===== src/rtl/lmac_tx_pkt_arbiter_if.sv =====
// Requester FIFO and LMAC TX FIFO signal bundle for lmac_tx_pkt_arbiter.
// master = arbiter side, slave = FIFO/LMAC side.
interface lmac_tx_pkt_arbiter_if;
  logic        r0_cnt_empty;
  logic        r0_cnt_rden;
  logic [15:0] r0_cnt_data;
  logic        r0_dat_empty;
  logic        r0_dat_rden;
  logic [63:0] r0_dat_data;
  logic        r1_cnt_empty;
  logic        r1_cnt_rden;
  logic [15:0] r1_cnt_data;
  logic        r1_dat_empty;
  logic        r1_dat_rden;
  logic [63:0] r1_dat_data;
  logic        tx_mac_wr;
  logic [63:0] tx_mac_data;
  logic [12:0] tx_mac_usedw;
  logic        tx_mac_full;

  modport master (
    input  r0_cnt_empty, r0_cnt_data,
    input  r0_dat_empty, r0_dat_data,
    input  r1_cnt_empty, r1_cnt_data,
    input  r1_dat_empty, r1_dat_data,
    input  tx_mac_usedw, tx_mac_full,
    output r0_cnt_rden, r0_dat_rden,
    output r1_cnt_rden, r1_dat_rden,
    output tx_mac_wr, tx_mac_data
  );

  modport slave (
    output r0_cnt_empty, r0_cnt_data,
    output r0_dat_empty, r0_dat_data,
    output r1_cnt_empty, r1_cnt_data,
    output r1_dat_empty, r1_dat_data,
    output tx_mac_usedw, tx_mac_full,
    input  r0_cnt_rden, r0_dat_rden,
    input  r1_cnt_rden, r1_dat_rden,
    input  tx_mac_wr, tx_mac_data
  );
endinterface


===== src/rtl/lmac_tx_pkt_arbiter.sv =====
// Packet-granular 2-requester arbiter into the LMAC TX FIFO.
// Define ARB_STRICT_PRI_EN for fixed r0 priority instead of round-robin.
module lmac_tx_pkt_arbiter #(
  parameter int FIFO_DEPTH = 8192,
  parameter int MARGIN     = 4,
  parameter int MAX_BCNT   = 1518
) (
  input  logic                 clk,
  input  logic                 reset_,
  lmac_tx_pkt_arbiter_if.master bus,
  output logic [1:0]           grant,
  output logic                 drop_pulse,
  output logic [15:0]          pkt_cnt0,
  output logic [15:0]          pkt_cnt1
);

  localparam logic [13:0] LIMIT = 14'(FIFO_DEPTH - MARGIN);
  localparam logic [15:0] BMAX  = 16'(MAX_BCNT);

  typedef enum logic [2:0] {
    IDLE, CNT_WAIT, CHECK, HDR, DATA, DROP
  } state_t;

  state_t      state;
  logic        own;
  logic        rr;
  logic        rd_v;
  logic [7:0]  words;
  logic [7:0]  issued;
  logic [7:0]  written;

  logic [15:0] cur_cnt;
  logic [63:0] cur_dat;
  logic        cur_empty;
  logic [16:0] cnt_p7;
  logic [13:0] w14;
  logic [7:0]  words_n;
  logic [13:0] need;
  logic        bad;
  logic        space_ok;
  logic        rd_en;
  logic        req0;
  logic        req1;
  logic        win;
  logic        pkt_done;

  always_comb begin
    cur_cnt   = own ? bus.r1_cnt_data : bus.r0_cnt_data;
    cur_dat   = own ? bus.r1_dat_data : bus.r0_dat_data;
    cur_empty = own ? bus.r1_dat_empty : bus.r0_dat_empty;
    cnt_p7    = {1'b0, cur_cnt} + 17'd7;
    w14       = cnt_p7[16:3];
    words_n   = (w14 > 14'd255) ? 8'hFF : w14[7:0];
    need      = {1'b0, bus.tx_mac_usedw} + w14 + 14'd1;
    bad       = (cur_cnt == 16'd0) || (cur_cnt > BMAX);
    space_ok  = (need <= LIMIT) && !bus.tx_mac_full;
    rd_en     = !cur_empty && (issued < words) &&
                ((state == DATA && !bus.tx_mac_full) ||
                 state == DROP);
    req0      = !bus.r0_cnt_empty;
    req1      = !bus.r1_cnt_empty;
`ifdef ARB_STRICT_PRI_EN
    win       = !req0;
`else
    win       = (req0 && req1) ? rr : req1;
`endif
    pkt_done  = rd_v && (written + 8'd1 == words);
  end

  // Data reads are combinational so the empty flag gates them
  // in the same cycle; the write side is registered.
  assign bus.r0_dat_rden = rd_en & ~own;
  assign bus.r1_dat_rden = rd_en & own;

  always_ff @(posedge clk or negedge reset_) begin
    if (!reset_) begin
      state           <= IDLE;
      own             <= 1'b0;
      rr              <= 1'b0;
      rd_v            <= 1'b0;
      words           <= '0;
      issued          <= '0;
      written         <= '0;
      grant           <= '0;
      drop_pulse      <= 1'b0;
      pkt_cnt0        <= '0;
      pkt_cnt1        <= '0;
      bus.r0_cnt_rden <= 1'b0;
      bus.r1_cnt_rden <= 1'b0;
      bus.tx_mac_wr   <= 1'b0;
      bus.tx_mac_data <= '0;
    end else begin
      bus.tx_mac_wr <= 1'b0;
      drop_pulse    <= 1'b0;
      rd_v          <= rd_en && (state == DATA);
      if (rd_en) issued <= issued + 8'd1;
      unique case (state)
        IDLE: begin
          if (req0 || req1) begin
            own             <= win;
            grant           <= win ? 2'b10 : 2'b01;
            bus.r0_cnt_rden <= !win;
            bus.r1_cnt_rden <= win;
            state           <= CNT_WAIT;
          end
        end
        CNT_WAIT: begin
          bus.r0_cnt_rden <= 1'b0;
          bus.r1_cnt_rden <= 1'b0;
          issued          <= '0;
          written         <= '0;
          state           <= CHECK;
        end
        // Count FIFO output holds until the next read of it.
        CHECK: begin
          words <= words_n;
          if (bad) begin
            state <= DROP;
          end else if (space_ok) begin
            bus.tx_mac_wr   <= 1'b1;
            bus.tx_mac_data <= {48'h0, cur_cnt};
            state           <= HDR;
          end
        end
        HDR: state <= DATA;
        DATA: begin
          if (rd_v) begin
            bus.tx_mac_wr   <= 1'b1;
            bus.tx_mac_data <= cur_dat;
            written         <= written + 8'd1;
          end
          if (pkt_done) begin
            grant <= '0;
            rr    <= ~own;
            if (own) pkt_cnt1 <= pkt_cnt1 + 16'd1;
            else     pkt_cnt0 <= pkt_cnt0 + 16'd1;
            state <= IDLE;
          end
        end
        DROP: begin
          if (issued == words) begin
            drop_pulse <= 1'b1;
            grant      <= '0;
            rr         <= ~own;
            state      <= IDLE;
          end
        end
        default: state <= IDLE;
      endcase
    end
  end

endmodule


===== src/flat_wrapper.sv =====
// flat-port wrapper written by rule: the top's interface ports become plain ports
module lmac_tx_pkt_arbiter_flat 
#(
  parameter int FIFO_DEPTH = 8192,
  parameter int MARGIN     = 4,
  parameter int MAX_BCNT   = 1518
)
  (clk, reset_, grant, drop_pulse, pkt_cnt0, pkt_cnt1, bus_r0_cnt_empty, bus_r0_cnt_data, bus_r0_dat_empty, bus_r0_dat_data, bus_r1_cnt_empty, bus_r1_cnt_data, bus_r1_dat_empty, bus_r1_dat_data, bus_tx_mac_usedw, bus_tx_mac_full, bus_r0_cnt_rden, bus_r0_dat_rden, bus_r1_cnt_rden, bus_r1_dat_rden, bus_tx_mac_wr, bus_tx_mac_data);
  lmac_tx_pkt_arbiter_if bus_i ();
  input  logic clk;
  input  logic reset_;
  output logic [1:0] grant;
  output logic drop_pulse;
  output logic [15:0] pkt_cnt0;
  output logic [15:0] pkt_cnt1;
  input wire logic [$bits(bus_i.r0_cnt_empty)-1:0] bus_r0_cnt_empty;
  input wire logic [$bits(bus_i.r0_cnt_data)-1:0] bus_r0_cnt_data;
  input wire logic [$bits(bus_i.r0_dat_empty)-1:0] bus_r0_dat_empty;
  input wire logic [$bits(bus_i.r0_dat_data)-1:0] bus_r0_dat_data;
  input wire logic [$bits(bus_i.r1_cnt_empty)-1:0] bus_r1_cnt_empty;
  input wire logic [$bits(bus_i.r1_cnt_data)-1:0] bus_r1_cnt_data;
  input wire logic [$bits(bus_i.r1_dat_empty)-1:0] bus_r1_dat_empty;
  input wire logic [$bits(bus_i.r1_dat_data)-1:0] bus_r1_dat_data;
  input wire logic [$bits(bus_i.tx_mac_usedw)-1:0] bus_tx_mac_usedw;
  input wire logic [$bits(bus_i.tx_mac_full)-1:0] bus_tx_mac_full;
  output wire logic [$bits(bus_i.r0_cnt_rden)-1:0] bus_r0_cnt_rden;
  output wire logic [$bits(bus_i.r0_dat_rden)-1:0] bus_r0_dat_rden;
  output wire logic [$bits(bus_i.r1_cnt_rden)-1:0] bus_r1_cnt_rden;
  output wire logic [$bits(bus_i.r1_dat_rden)-1:0] bus_r1_dat_rden;
  output wire logic [$bits(bus_i.tx_mac_wr)-1:0] bus_tx_mac_wr;
  output wire logic [$bits(bus_i.tx_mac_data)-1:0] bus_tx_mac_data;
  assign bus_i.r0_cnt_empty = bus_r0_cnt_empty;
  assign bus_i.r0_cnt_data = bus_r0_cnt_data;
  assign bus_i.r0_dat_empty = bus_r0_dat_empty;
  assign bus_i.r0_dat_data = bus_r0_dat_data;
  assign bus_i.r1_cnt_empty = bus_r1_cnt_empty;
  assign bus_i.r1_cnt_data = bus_r1_cnt_data;
  assign bus_i.r1_dat_empty = bus_r1_dat_empty;
  assign bus_i.r1_dat_data = bus_r1_dat_data;
  assign bus_i.tx_mac_usedw = bus_tx_mac_usedw;
  assign bus_i.tx_mac_full = bus_tx_mac_full;
  assign bus_r0_cnt_rden = bus_i.r0_cnt_rden;
  assign bus_r0_dat_rden = bus_i.r0_dat_rden;
  assign bus_r1_cnt_rden = bus_i.r1_cnt_rden;
  assign bus_r1_dat_rden = bus_i.r1_dat_rden;
  assign bus_tx_mac_wr = bus_i.tx_mac_wr;
  assign bus_tx_mac_data = bus_i.tx_mac_data;
  lmac_tx_pkt_arbiter #(.FIFO_DEPTH(FIFO_DEPTH), .MARGIN(MARGIN), .MAX_BCNT(MAX_BCNT)) u_core (.clk(clk), .reset_(reset_), .bus(bus_i), .grant(grant), .drop_pulse(drop_pulse), .pkt_cnt0(pkt_cnt0), .pkt_cnt1(pkt_cnt1));
endmodule

===== config.mk =====
export PLATFORM = sky130hd
export DESIGN_NAME = lmac_tx_pkt_arbiter_flat
export DESIGN_NICKNAME = d
export VERILOG_FILES = /design/src/rtl/lmac_tx_pkt_arbiter_if.sv /design/src/rtl/lmac_tx_pkt_arbiter.sv /design/src/flat_wrapper.sv
export SDC_FILE = /design/constraint.sdc
export NUM_CORES = 1
export LEC_CHECK = 0
export ABC_AREA = 1
export CORE_ASPECT_RATIO = 1.1
export CORE_MARGIN = 2
export CORE_UTILIZATION = 43
export CTS_CLUSTER_DIAMETER = 100
export DETAILED_ROUTE_END_ITERATION = 8
export PLACE_DENSITY = 0.89
export SKIP_CTS_REPAIR_TIMING = 1
export SYNTH_ARGS = -nofsm -noshare
export SYNTH_HDL_FRONTEND = slang
export SYNTH_SLANG_ARGS = --single-unit

===== constraint.sdc =====
create_clock -name clk -period 3.29 [get_ports clk]
set_input_delay 0.8225 -clock clk [delete_from_list [all_inputs] [get_ports clk]]
set_output_delay 0.8225 -clock clk [all_outputs]
set_load 0.02 [all_outputs]

==> impl_metrics.env, run 1 <==
export IMPL_hold_violations=0
export IMPL_critPathRequiredTime_ns=3.60
export IMPL_synth_fp_nets=1583
export IMPL_grt_pass1_vias=9714
export IMPL_viasPerCell=5.26
export IMPL_tightestPinTransition_ns=0.658
export IMPL_synthesis_instances=1376
export IMPL_cts_root_buf="clkbuf_16"
export IMPL_syn2layout_area_growth_pct=54.9
export IMPL_die_w_um=143
export IMPL_grt_remaining_overflow=0
export IMPL_setup_ws_ns=-0.491
export IMPL_busiest_layer="met2"
export IMPL_final_area_um2=14100
export IMPL_nNetsFinal=1946
export IMPL_p_per_area_nw_per_um2=644
export IMPL_dieArea_um2=22400
export IMPL_drt_iter0_drc=795
export IMPL_drt_wirelength_per_cell_um=16.0
export IMPL_peakVddDrop_mv=0.397
export IMPL_rsz0062_at_grt="yes"
export IMPL_post_route_min_period_ns=3.78
export IMPL_syn_area_per_cell_um2=6.62
export IMPL_grtUsageMet2=0.461
export IMPL_pin_count=284
export IMPL_drt_pass1_iterations=7
export IMPL_cts_max_level=4
export IMPL_arrival_ns=4.09
export IMPL_vias=10600
export IMPL_synth_area_um2=9110
export IMPL_leakagePower_nw=6.89
export IMPL_numClockSinks=132
export IMPL_ys_ff_latch=132
export IMPL_status="finished with violations"
export IMPL_final_layout_size_suffix_gt1_frac=0.147
export IMPL_grt_pass1_wl_mm=46.2
export IMPL_cts_tree="done"
export IMPL_place_area_um2=12800
export IMPL_core_area_um2=20600
export IMPL_cts_clk_slew_worst_paths_ns=0.06
export IMPL_track_usage=0.260
export IMPL_numPortBuffers=283
export IMPL_numCtsBuffers=17
export IMPL_postRouteAntennaNets=0
export IMPL_crit_path_start_kind="register"
export IMPL_drcViolationCount=0
export IMPL_yosys_warnings=0
export IMPL_cp_end_kind="register"
export IMPL_clk_latency_ns=0.42
export IMPL_detailedPlacementHpwl_mm=22.8
export IMPL_fmax_mhz=264
export IMPL_tns_ns=-28.95
export IMPL_synth_cell_type_count=39
export IMPL_rows=55
export IMPL_met3_usage=0.0630
export IMPL_n_antenna_cell=0
export IMPL_drt_total_wl_mm=32.2
export IMPL_finalWeightedCongestion=0.999
export IMPL_final_max_slew_viol_count=0
export IMPL_grtUsageMet1=0.299
export IMPL_hold_path_class="primary input to asynchronous set/reset pin"
export IMPL_dp_slack_ns=-1.17
export IMPL_antenna_found_initial=1
export IMPL_crit_type="register to register"
export IMPL_clockBufferDepth=2
export IMPL_clock_skew_ns=0.00916
export IMPL_start_util=0.441
export IMPL_slew_limit_headroom=0.561
export IMPL_fp_dieH_um=157
export IMPL_cp_max_fo=11
export IMPL_setup_viol=66
export IMPL_grt_max_degree=70
export IMPL_drv_cap=0
export IMPL_violations="setup timing"
export IMPL_fin_crit_sh=1.15
export IMPL_seq_area_frac_synth=0.363
-- worst paths after layout --
kind / slack (ns) / cells after the start / endpoint / start
max: -0.49 / 26 / u_core.bus.tx_mac_data[30]$_DFFE_PN0P_ / u_core.own$_DFFE_PN0P_
min: 0.40 / 1 / u_core.issued[4]$_DFFE_PN0P_ / reset_
max reg2reg: -0.49 / 26 / u_core.bus.tx_mac_data[30]$_DFFE_PN0P_ / u_core.own$_DFFE_PN0P_
min reg2reg: 0.51 / 2 / u_core.bus.tx_mac_data[29]$_DFFE_PN0P_ / u_core.bus.tx_mac_data[29]$_DFFE_PN0P_
max in group asynchronous: 2.17 / 2 / u_core.pkt_cnt0[15]$_DFFE_PN0P_ / reset_
min in group clk: 0.51 / 2 / u_core.bus.tx_mac_data[29]$_DFFE_PN0P_ / u_core.bus.tx_mac_data[29]$_DFFE_PN0P_
-- cell families (layout without fill, tap and decap cells) --
logic type,count (synthesis),in the layout,synth area share
simple gates,806,807,0.364
buf+inv,218,593,0.104
compound gates,153,153,0.0923
flops,132,132,0.363
xor+xnor,40,40,0.0400
fa+ha+maj,27,27,0.0371
-- cells in the mapped netlist --
| library cell | number | area share |
|---|---|---|
| a21boi_0 | 1 | 0.00082 |
| a21oi_1 | 65 | 0.036 |
| a21oi_2 | 1 | 0.00096 |
| a31oi_1 | 14 | 0.0096 |
| and3_1 | 1 | 0.00069 |
| buf_1 | 3 | 0.0012 |
| buf_2 | 5 | 0.0027 |
| buf_4 | 1 | 0.00082 |
| buf_6 | 16 | 0.020 |
| clkbuf_1 | 32 | 0.013 |
| clkinv_1 | 2 | 0.00082 |
| dfrtp_1 | 132 | 0.36 |
| ha_1 | 27 | 0.037 |
| inv_1 | 158 | 0.065 |
| inv_2 | 1 | 0.00041 |
| nand2_1 | 528 | 0.22 |
| nand3_1 | 124 | 0.068 |
| nand3_2 | 1 | 0.0011 |
| nand3b_1 | 5 | 0.0041 |
| nand4_1 | 12 | 0.0082 |
| nor2_1 | 102 | 0.042 |
| nor2_2 | 2 | 0.0014 |
| nor2_4 | 2 | 0.0025 |
| nor3_1 | 18 | 0.0099 |
| nor3_2 | 1 | 0.0011 |
| nor4_1 | 5 | 0.0034 |
| o211ai_1 | 4 | 0.0033 |
| o21a_1 | 1 | 0.00082 |
| o21ai_0 | 48 | 0.026 |
| o21ai_1 | 7 | 0.0038 |
| o21ai_2 | 5 | 0.0048 |
| o21ai_4 | 1 | 0.0018 |
| o22ai_1 | 5 | 0.0034 |
| o31ai_1 | 1 | 0.00082 |
| or2_1 | 1 | 0.00069 |
| or2_2 | 4 | 0.0027 |
| xnor2_1 | 13 | 0.013 |
| xnor3_1 | 1 | 0.0025 |
| xor2_1 | 26 | 0.025 |
-- area by class of cell --
class                           instances  area, um^2
Inverter                              161         627
Clock inverter                         13         145
Clock buffer                           19         453
Sequential cell                       132        3310
Fill cell                            1611        6540
Tap cell                              256         320
Multi-Input combinational cell       1027        5280
Timing Repair Buffer                  400        3970
-- cell usage in the layout (no fill, tap or decap), types with 5 or more instances in the layout --
cell and instances:
a21oi_2 7, nor2_1 89, o21ai_2 6, nor2_2 10, o21ai_0 48, dfrtp_1 131, nand4_1 12, nor3_1 17
ha_4 5, ha_1 19, nor2_4 7, inv_2 7, nand2_2 23, nand3b_1 5, a21oi_1 59, o22ai_1 5
buf_6 11, inv_1 149, nand3_1 103, a31oi_1 14, clkdlybuf4s50_1 263, xor2_1 26, xnor2_1 13, clkbuf_16 22
nand3_2 19, nand2_1 502, buf_12 5, nor4_1 5, dlymetal6s2s_1 19, buf_4 94
-- per-stage QoR --
| stage | instances | total power [mW] | hold slack, ns | utilization |
|---|---|---|---|---|
| 5_1_grt | 2008 | 9.65 | 0.456 | 0.683 |
| 4_1_cts | 1983 | 8.66 | 0.429 | 0.647 |
| 3_5_place_dp | 1951 | 6.70 | 0.494 | 0.618 |
| 3_3_place_gp | 1951 | 6.60 | 0.488 | 0.618 |
| 6_report | 2008 | 9.09 | 0.398 | 0.683 |
| 2_1_floorplan | 1376 | 4.76 | 0.500 | - |
-- where the power goes --
part / switching (mW) / internal [mW]
logic: 2.85 / 2.07
clock network: 0.767 / 1.17
registers: 0.270 / 1.96
-- worst max-delay path, stage by stage (launching register included) --
cell	delay, ns
dfrtp_4	0.53
inv_8	0.14
nand2_2	0.09
o21ai_4	0.09
nand2_2	0.13
nor2_4	0.14
nand3_4	0.09
nor2_4	0.13
nand2_2	0.08
nor2_4	0.16
xor2_1	0.18
ha_2	0.34
nand2_2	0.08
nand2_2	0.07
buf_4	0.13
a21oi_2	0.12
nand3_1	0.10
nand2_1	0.07
nand2_1	0.07
nand2_1	0.08
nor2_2	0.05
nand2_2	0.08
nand3_4	0.20
buf_8	0.22
buf_12	0.13
nand3_1	0.09
nand2_1	0.06
-- state kept, by name, summed over array words and instances, names as in the netlist --
register	flops
u_core.bus.tx_mac_data	64
u_core.pkt_cnt0	16
u_core.pkt_cnt1	16
u_core.issued	8
u_core.words	8
u_core.written	8
u_core.state	3
u_core.grant	2
u_core.bus.r0_cnt_rden	1
u_core.bus.r1_cnt_rden	1
u_core.bus.tx_mac_wr	1
u_core.drop_pulse	1
u_core.own	1
u_core.rd_v	1
u_core.rr	1
-- routing by layer --
metal,part of all wire,wire [um]
met1,0.38,12200
met2,0.51,16300
met3,0.071,2300
met4,0.043,1380
met5,0,0
No activity file was read; power rests on OpenSTA's default activity.
==> inputs of run 2 (changes only) <==
CORE_UTILIZATION = 48   (was 43)
PLACE_DENSITY = 0.93   (was 0.89)
clock period = 3.79 ns   (was 3.29 ns; I/O delays follow)
==> impl_metrics.env, run 2 (synthesis gave the netlist of run 1 again) <==
export IMPL_finalWeightedCongestion=1.00
export IMPL_viasPerCell=5.53
export IMPL_cts_tree="done"
export IMPL_peakVddDrop_mv=0.519
export IMPL_hold_path_class="primary input to asynchronous set/reset pin"
export IMPL_drt_iter0_drc=991
export IMPL_dieArea_um2=20100
export IMPL_place_area_um2=12500
export IMPL_syn2layout_area_growth_pct=56.5
export IMPL_dr_max_layer_used="met5"
export IMPL_core_area_um2=18500
export IMPL_clk_latency_ns=0.42
export IMPL_drv_cap=0
export IMPL_arrival_ns=4.27
export IMPL_start_util=0.493
export IMPL_cp_max_fo=10
export IMPL_nNetsFinal=1939
export IMPL_whs_ns=0.495
export IMPL_crit_path_top_delay_cell="dfrtp_4"
export IMPL_clockBufferDepth=2
export IMPL_cts_root_buf="clkbuf_16"
export IMPL_cts_max_level=4
export IMPL_setup_viol=64
export IMPL_drt_pass1_iterations=6
export IMPL_setup_ws_ns=-0.126
export IMPL_status="finished with violations"
export IMPL_numCtsBuffers=17
export IMPL_cts_clk_slew_worst_paths_ns=0.06
export IMPL_final_area_um2=14300
export IMPL_slowest_delay_ns=0.56
export IMPL_numClockSinks=132
export IMPL_tns_ns=-5.25
export IMPL_die_w_um=135
export IMPL_slew_limit_headroom=0.421
export IMPL_final_max_slew_viol_count=0
export IMPL_post_route_min_period_ns=3.92
export IMPL_final_layout_size_suffix_gt1_frac=0.170
export IMPL_clock_skew_ns=0.0137
export IMPL_cp_end_kind="register"
export IMPL_wl_met1_mm=12.4
export IMPL_crit_path_start_kind="register"
export IMPL_violations="setup timing"
export IMPL_numPortBuffers=283
export IMPL_postRouteAntennaNets=0
export IMPL_fmax_mhz=255
export IMPL_grt_max_degree=72
export IMPL_grt_pass1_vias=10400
export IMPL_hold_violations=0
export IMPL_detailedPlacementHpwl_mm=23.1
export IMPL_drt_wirelength_per_cell_um=17.7
export IMPL_drt_total_wl_mm=35.1
export IMPL_critPathRequiredTime_ns=4.14
export IMPL_crit_type="register to register"
export IMPL_fp_dieH_um=148
export IMPL_met2_length_mm=17.5
export IMPL_antenna_found_initial=2
export IMPL_vias=11000
export IMPL_p_per_area_nw_per_um2=570
export IMPL_grt_remaining_overflow=0
export IMPL_rows=52
export IMPL_mostFrequentLayoutCells="nand2_1, clkdlybuf4s50_1, inv_1"
export IMPL_track_usage=0.303
export IMPL_largest_reg_flops=64
export IMPL_final_common_cell="nand2_1"
export IMPL_reg_top3="u_core.bus.tx_mac_data x64, u_core.pkt_cnt0 x16, u_core.pkt_cnt1 x16"
export IMPL_drcViolationCount=0
export IMPL_leakagePower_nw=6.94
export IMPL_critPathMostFrequentCell="nand2_2"
export IMPL_grt_pass1_wl_mm=48.3
export IMPL_fin_crit_sh=1.03
export IMPL_wl_met3_mm=2.98
export IMPL_top_register="u_core.bus.tx_mac_data"
export IMPL_pin_count=284
export IMPL_rsz0062_at_grt="yes"
export IMPL_p_total_mw=8.13
export IMPL_final_core_util=0.771
export IMPL_tightestPinTransition_ns=0.866
==> run 2: per-layer routing <==
metal  vias up  GRT usage
met5         -          0
met4         2      0.160
met3       159     0.0675
met2       634      0.536
met1      5132      0.339
li1       5071          -
==> run 2: final timing paths <==
path / to / cells after the start / slack (ns) / from
max: u_core.bus.tx_mac_data[55]$_DFFE_PN0P_ / 25 / -0.13 / u_core.own$_DFFE_PN0P_
min: u_core.written[7]$_DFFE_PN0P_ / 1 / 0.50 / reset_
max reg2reg: u_core.bus.tx_mac_data[55]$_DFFE_PN0P_ / 25 / -0.13 / u_core.own$_DFFE_PN0P_
min reg2reg: u_core.grant[1]$_DFFE_PN0P_ / 2 / 0.51 / u_core.grant[1]$_DFFE_PN0P_
max in group asynchronous: u_core.bus.tx_mac_data[35]$_DFFE_PN0P_ / 2 / 2.50 / reset_
min in group clk: u_core.grant[1]$_DFFE_PN0P_ / 2 / 0.51 / u_core.grant[1]$_DFFE_PN0P_
==> run 2: worst max-delay path: cells and delay by family (launching register included) <==
family / cells / cell delay [ns]
and+or+nand+nor: 19 / 2.03
AOI/OAI and AO/OA: 2 / 0.27
buffers and inverters: 2 / 0.35
DFF: 1 / 0.56
adders and majority gates: 1 / 0.37
xor gates and xnor gates: 1 / 0.26
==> run 2: layout make-up <==
cell class | instances | area [um^2]
Clock buffer | 19 | 433
Tap cell | 243 | 304
Timing Repair Buffer | 393 | 3940
Fill cell | 1194 | 4230
Inverter | 161 | 619
Antenna cell | 1 | 2.50
Sequential cell | 132 | 3310
Clock inverter | 12 | 83.8
Multi-Input combinational cell | 1027 | 5560
==> run 2: report_power, final <==
part           internal, mW  total (mW)  switching (mW)
clock                 0.832        1.49           0.659
combinational          1.96        4.69            2.74
sequential             1.70        1.95           0.243
==> run 2: per-stage QoR <==
step | worst slack [ns] | std cells
final | -0.126 | 1988
after global routing | -0.291 | 1988
after CTS | -0.296 | 1948
after detailed placement | -0.723 | 1917
after global placement | -0.689 | 1917
after floorplan | 0.232 | 1376
==> inputs of run 3 (changes only) <==
CORE_ASPECT_RATIO = 2   (was 1.1)
CORE_MARGIN = unset   (was 2)
==> impl_metrics.env, run 3 (synthesis gave the netlist of run 1 again) <==
export IMPL_grt_pass1_wl_mm=47.5
export IMPL_status="finished with violations"
export IMPL_post_route_min_period_ns=4.02
export IMPL_fillers=1139
export IMPL_syn2layout_area_growth_pct=52.8
export IMPL_path_delay_family="simple AND/OR/NAND/NOR gates"
export IMPL_finalWeightedCongestion=0.974
export IMPL_mostFrequentLayoutCells="nand2_1, clkdlybuf4s50_1, inv_1"
export IMPL_peakVddDrop_mv=0.403
export IMPL_grt_max_degree=73
export IMPL_clock_skew_ns=0.0112
export IMPL_drt_wirelength_per_cell_um=18.5
export IMPL_rsz0062_at_grt="yes"
export IMPL_crit_path_top_delay_cell="ha_1"
export IMPL_drt_pass1_iterations=6
export IMPL_cts_tree="done"
export IMPL_reg_top3="u_core.bus.tx_mac_data x64, u_core.pkt_cnt0 x16, u_core.pkt_cnt1 x16"
export IMPL_top_register="u_core.bus.tx_mac_data"
export IMPL_dp_slack_ns=-0.772
export IMPL_final_max_slew_viol_count=0
export IMPL_critPathBufInv=2
export IMPL_rows=70
export IMPL_fp_dieH_um=197
export IMPL_cp_max_fo=14
export IMPL_pin_count=284
export IMPL_violations="setup timing"
export IMPL_drt_iter0_drc=1010
export IMPL_antenna_found_initial=1
export IMPL_grt_remaining_overflow=0
export IMPL_whs_ns=0.507
export IMPL_arrival_ns=4.38
export IMPL_leakagePower_nw=6.85
export IMPL_clockBufferDepth=2
export IMPL_drt_total_wl_mm=36.1
export IMPL_cts_max_level=4
export IMPL_crit_path_start_kind="primary input"
export IMPL_cts_root_buf="clkbuf_16"
export IMPL_final_common_cell="nand2_1"
export IMPL_numCtsBuffers=17
export IMPL_nNetsFinal=1925
export IMPL_cts_clk_slew_worst_paths_ns=0.07
export IMPL_slew_limit_headroom=0.475
export IMPL_p_total_mw=8.09
export IMPL_track_usage=0.310
export IMPL_setup_viol=65
export IMPL_numClockSinks=132
export IMPL_grt_pass1_vias=10400
export IMPL_largest_reg_flops=64
export IMPL_crit_type="primary input to register"
export IMPL_drcViolationCount=0
export IMPL_clk_latency_ns=0.43
export IMPL_final_core_util=0.757
export IMPL_numPortBuffers=283
export IMPL_die_w_um=99.4
export IMPL_slowest_delay_ns=0.32
export IMPL_vias=11300
export IMPL_cp_end_kind="register"
export IMPL_hold_path_class="register to register"
export IMPL_tightestPinTransition_ns=0.784
export IMPL_p_per_area_nw_per_um2=581
export IMPL_postRouteAntennaNets=0
export IMPL_drv_cap=0
export IMPL_start_util=0.495
export IMPL_hold_violations=0
export IMPL_detailedPlacementHpwl_mm=23.0
export IMPL_fin_crit_sh=1.06
export IMPL_tns_ns=-11.90
export IMPL_setup_ws_ns=-0.228
export IMPL_viasPerCell=5.79
export IMPL_core_area_um2=18400
export IMPL_r2r_setup_slack_ns=-0.14
export IMPL_critPathRequiredTime_ns=4.16
export IMPL_dieArea_um2=19600
export IMPL_final_layout_size_suffix_gt1_frac=0.150
export IMPL_fmax_mhz=249
-- run 3: cell types whose count changed in the layout (fill, tap and decap cells not counted), moves of 5 or more --
cell / change
inv_2: -8
inv_1: +9
buf_4: -12
nor2_4: -5
nand2_4: -7
nor2_2: +5
nand2_1: +8
clkinv_2: -5
-- run 3: worst reg2reg max path, cell delays in order, from the launching register on --
cell and delay, ns:
dfrtp_4 0.55, buf_6 0.16, clkbuf_16 0.17, nand2_2 0.08, o21ai_2 0.07, inv_1 0.09
nand2_2 0.07, nor2_4 0.13, nand2_2 0.08, nor2_4 0.17, xor2_1 0.19, ha_1 0.32
nand2_1 0.12, nand2_2 0.09, nand3_2 0.08, nand2_2 0.07, nor2_4 0.16, nand2_1 0.08
nor2_1 0.12, nand2_1 0.08, a21oi_2 0.23, nand3_4 0.20, nand2_8 0.20, buf_8 0.22
nand2_1 0.08, nand2_1 0.07
-- run 3: power breakdown --
part	total, mW	switching [mW]	internal, mW
registers	1.94	0.240	1.70
clock network	1.62	0.701	0.920
logic	4.53	2.71	1.82
-- run 3: metal layers --
layer  global-route usage  part of all wire  vias up
met4                0.234             0.098        0
met1                0.290              0.31     5166
li1                     -                 -     5025
met3               0.0589             0.085      277
met5                    0                 0        -
met2                0.580              0.51      816
-- run 3: worst paths after layout --
kind,startpoint,endpoint,cells past startpoint
max in group asynchronous,reset_,u_core.drop_pulse$_DFF_PN0_,2
worst max register to register,u_core.own$_DFFE_PN0P_,u_core.bus.tx_mac_data[0]$_DFFE_PN0P_,25
worst max-delay path,bus_r0_cnt_data[4],u_core.bus.tx_mac_data[0]$_DFFE_PN0P_,25
worst min-delay path,u_core.bus.tx_mac_data[42]$_DFFE_PN0P_,u_core.bus.tx_mac_data[42]$_DFFE_PN0P_,2
worst min register to register,u_core.bus.tx_mac_data[42]$_DFFE_PN0P_,u_core.bus.tx_mac_data[42]$_DFFE_PN0P_,2
min in group asynchronous,reset_,u_core.pkt_cnt1[8]$_DFFE_PN0P_,1
-- run 3: layout make-up --
type,instances,area [um^2],area share
multi-input combinational,1026,5350,0.384
timing repair buffer,380,3800,0.273
sequential,132,3310,0.238
inverter,161,617,0.0443
clock buffer,18,429,0.0308
tap,216,270,0.0194
clock inverter,14,144,0.0103
antenna,1,2.50,0.000180
-- run 3: stage by stage --
stage,std cells,instance area [um^2]
after global placement,1893,12500
after floorplan,1376,9110
after detailed placement,1893,12500
after global routing,1948,13900
after CTS,1925,13100
final,1948,13900
